## config.mk

```make
export PLATFORM = sky130hd
export DESIGN_NAME = encoder_8to3
export DESIGN_NICKNAME = d
export VERILOG_FILES = /design/src/rtl/encoder_8to3.sv
export SDC_FILE = /design/constraint.sdc
export NUM_CORES = 1
export LEC_CHECK = 0
export CORE_AREA = 2 2 39 41
export DETAILED_ROUTE_END_ITERATION = 10
export DIE_AREA = 0 0 41 43
export HOLD_SLACK_MARGIN = 0.15
export SLEW_MARGIN = 25
export SYNTH_ARGS = -nofsm -noshare
export SYNTH_HDL_FRONTEND = slang
export SYNTH_SLANG_ARGS = --single-unit
```

## constraint.sdc

```tcl
create_clock -name clk -period 1.85 [get_ports clk]
set_input_delay 0.37 -clock clk [delete_from_list [all_inputs] [get_ports clk]]
set_output_delay 0.37 -clock clk [all_outputs]
set_load 0.01 [all_outputs]
```

## src/rtl/encoder_8to3.sv

```systemverilog
// Registered priority encoder: compresses a request vector to the index of
// the winning set bit, with a valid flag (any bit set) and a multi-hot flag.
// All outputs come straight from flops, one clock after din/en are sampled.
module encoder_8to3 #(
    parameter int DIN_W        = 8,
    parameter int Y_W          = 3,
    parameter bit MSB_PRIORITY = 1'b1
) (
    input  logic             clk,
    input  logic             rst_n,
    input  logic [DIN_W-1:0] din,
    input  logic             en,
    output logic [Y_W-1:0]   y,
    output logic             valid,
    output logic             multi
);

    logic           any;
    logic           cnt_gt1;
    logic [Y_W-1:0] idx;

    // Combinational encode: OR-reduce, detect a second set bit, pick the winner.
    always_comb begin
        // NOTE: every signal gets a default before the loop, so no path leaves
        // a value unassigned and no latch is inferred.
        any     = 1'b0;
        cnt_gt1 = 1'b0;
        idx     = '0;
        for (int i = 0; i < DIN_W; i++) begin
            // A bit set after an earlier one was already seen means two or more.
            if (din[i] && any) begin
                cnt_gt1 = 1'b1;
            end
            if (din[i]) begin
                any = 1'b1;
            end
        end
        // The last assignment in scan order wins, so scan toward the priority end.
        if (MSB_PRIORITY) begin
            for (int i = 0; i < DIN_W; i++) begin
                if (din[i]) begin
                    idx = Y_W'(i);
                end
            end
        end else begin
            for (int i = DIN_W - 1; i >= 0; i--) begin
                if (din[i]) begin
                    idx = Y_W'(i);
                end
            end
        end
    end

    // Output registers: synchronous reset, cleared (not held) while disabled.
    always_ff @(posedge clk) begin
        // NOTE: state is updated with non-blocking assignments so every flop
        // samples pre-edge values regardless of statement order.
        if (!rst_n) begin
            y     <= '0;
            valid <= 1'b0;
            multi <= 1'b0;
        end else if (en) begin
            y     <= idx;
            valid <= any;
            multi <= cnt_gt1;
        end else begin
            // Forcing zeros here also keeps an unknown din out of the outputs.
            y     <= '0;
            valid <= 1'b0;
            multi <= 1'b0;
        end
    end

endmodule

```

==> out/metrics.yaml, run 1 <==
fill_cells: 154
antenna_cells: 0
dr.pass1.iters: 3
gp_congestion: 0.6170
num-nets-final: 65
rsz0062_at_grt: "no"
core-area_sq_mm: 0.001384
worstSetupPathDepth: 5
drv_cap: 0
die-area_sq_mm: 0.001763
cp-startpoint: "din[3]"
io_pins: 16
hold_viol_final: 0
finalSetupViolations: 0
first_global_vias: 273
grt_first_pass_wirelength_um: 966
synth_top_area_cell: "dfxtp_1"
cts_resized: 0
critPathKind: "input port to flip-flop"
min_from: "din[7]"
hold_path_depth: 3
hold_path_end: "y[0]"
wl_um: 554
postSynthCellCount: 29
drc: 0
critPathCaptureType: "flip-flop"
ant_nets: 0
cts_root_buf: "clkbuf_4"
cts_buffers: 3
cp.arrival_ns: 1.76
final_common_cell: "clkdlybuf4s50_1"
peakVddDrop_mv: 0.1229
post-cts-setup-buffers: 0
grt_use_total_pct: 8.241
fin_setup_tns_ns: 0
finalCritPeriodShare_pct: 88.99
grt_max_degree: 7
dieHeight_um: 43
drive_gt1_share_pct: 18.87
port_buffers: 15
clk_pin_slew_ns: 0.04
fmax_mhz: 607.4
synth_area_sq_um: 239.0
cts_sinks: 5
critPathMaxFanout: 3
final_cell_mix: "15 x clkdlybuf4s50_1, 5 x a21oi_1, 5 x dfxtp_1, 5 x buf_4"
p_total_mw: 0.3079
crit_chain: "clkdlybuf4s50_1 -> or4_4 -> nor3_2 -> maj3_1 -> o22ai_1"
rows: 14
syn-num-nets: 40
cts_tree: "yes"
start_util_pct: 17.27
p_per_area_mw_per_mm2: 650.9
ys_ff_latch: 5
die_w_um: 41
status: "finished, final reports clean"
post_synth_num_cell_types: 14
cts.path.max_buffers: 2
vias: 289
grt_antenna_before_repair: 0
cp.required_ns: 1.96
cts_hold_buf: 0
post-route-util_pct: 34.18
worst_pin_slew_ns: 0.1969
finalMaxSlewViolations: 0
area_delta_synth_final_pct: 97.91
start_kind: "input port"
cp_top_family: "simple AND/OR/NAND/NOR gates"
fin_crit_ns: 1.646
synth_warnings: 0
synthTopCellsByArea: "dfxtp_1 42%, a21oi_1 10%, nor3_1 6.3%"
yosysSeqAreaShare_pct: 41.88
power.leakage_nw: 0.1897
vias_per_cell: 4.188
h-tree-depth: 1
cpPeakStageDelay_ns: 0.55
grt_overflow: 0
drtIter0Drc: 2
slew_headroom_pct: 86.77
syn_avg_cell_area_sq_um: 8.241
routedWlPerCell_um: 8.029
synth_top_area_share_pct: 41.88
crit_slowest_cell: "or4_4"
hold_path_class: "input port to flip-flop"
critPathBufInv: 1
-- how the worst max path moves through the flow --
stage	to	slack, ns
after floorplan	multi	0.44
after global placement	multi	-0.03
after detailed placement	multi	-0.05
after CTS	multi	0.20
after global routing	multi	0.13
final	multi	0.20
-- power breakdown --
| part | switching, mW | internal [mW] |
|---|---|---|
| clock network | 0.0399 | 0.0812 |
| registers | 0.00153 | 0.115 |
| logic | 0.0261 | 0.0441 |
| total | 0.0675 | 0.240 |
-- sequential cells by signal (all words and copies together) (netlist names) --
register  cells
valid         1
y             3
multi         1
-- per-layer routing --
metal  GRT usage [%]  wire length [um]  up-vias
li1                -                 -      154
met1           8.710               227      126
met2           12.50               295        9
met3           1.571                31        0
met4           8.000                 0        0
met5               0                 0        -
-- synthesized netlist by cell type --
library cell	number
nand2b_1	1
o22ai_1	1
nor2_1	2
nand2_1	1
a211oi_1	2
or4_4	1
o21bai_1	1
dfxtp_1	5
inv_1	3
o21ai_0	2
nor3_1	3
maj3_1	1
a21oi_1	5
nor3_2	1
-- tightest hold or removal path: stages --
cell	delay, ns
clkdlybuf4s50_1	0.42
inv_1	0.08
a21oi_1	0.06
-- final cells by class --
type	count	area (sq um)	area share, %
Timing Repair Buffer	20	187.7	39.68
Multi-Input combinational cell	21	127.6	26.98
Sequential cell	5	100.1	21.16
Clock buffer	4	26.28	5.556
Tap cell	16	20.02	4.233
Inverter	3	11.26	2.381
-- through the flow --
stage | instances | setup slack, ns | hold slack (ns) | instance area, sq um
after global routing | 69 | 0.1321 | 0.7939 | 473.0
after detailed placement | 65 | -0.05115 | 1.002 | 446.7
final | 69 | 0.2037 | 0.7585 | 473.0
after CTS | 69 | 0.1974 | 0.7564 | 473.0
after floorplan | 29 | 0.4377 | 0.5223 | 239.0
after global placement | 65 | -0.03207 | 0.9996 | 446.7
-- logic make-up after synthesis --
group	share of synthesized area, %
AO/OA/AOI/OAI	26.70
AND/OR/NAND/NOR	22.51
adder cells (fa/ha/maj)	4.189
buffers and inverters	4.712
flip-flops	41.89
No activity file was read; power rests on OpenSTA's default activity.
==> inputs of run 2 (changes only) <==
--- a/config.mk
+++ b/config.mk
@@ -9,6 +9,7 @@
 export DETAILED_ROUTE_END_ITERATION = 10
 export DIE_AREA = 0 0 41 43
 export HOLD_SLACK_MARGIN = 0.15
+export MAX_ROUTING_LAYER = met4
 export SLEW_MARGIN = 25
 export SYNTH_ARGS = -nofsm -noshare
 export SYNTH_HDL_FRONTEND = slang
==> results of run 2 <==
Same layout as run 1: the final DEF is identical, and so are final timing and power.
Main changes from that run: final weighted congestion in routability-driven placement 0.6170 -> 0.6215; overall routing resource usage 8.241% -> 8.445%
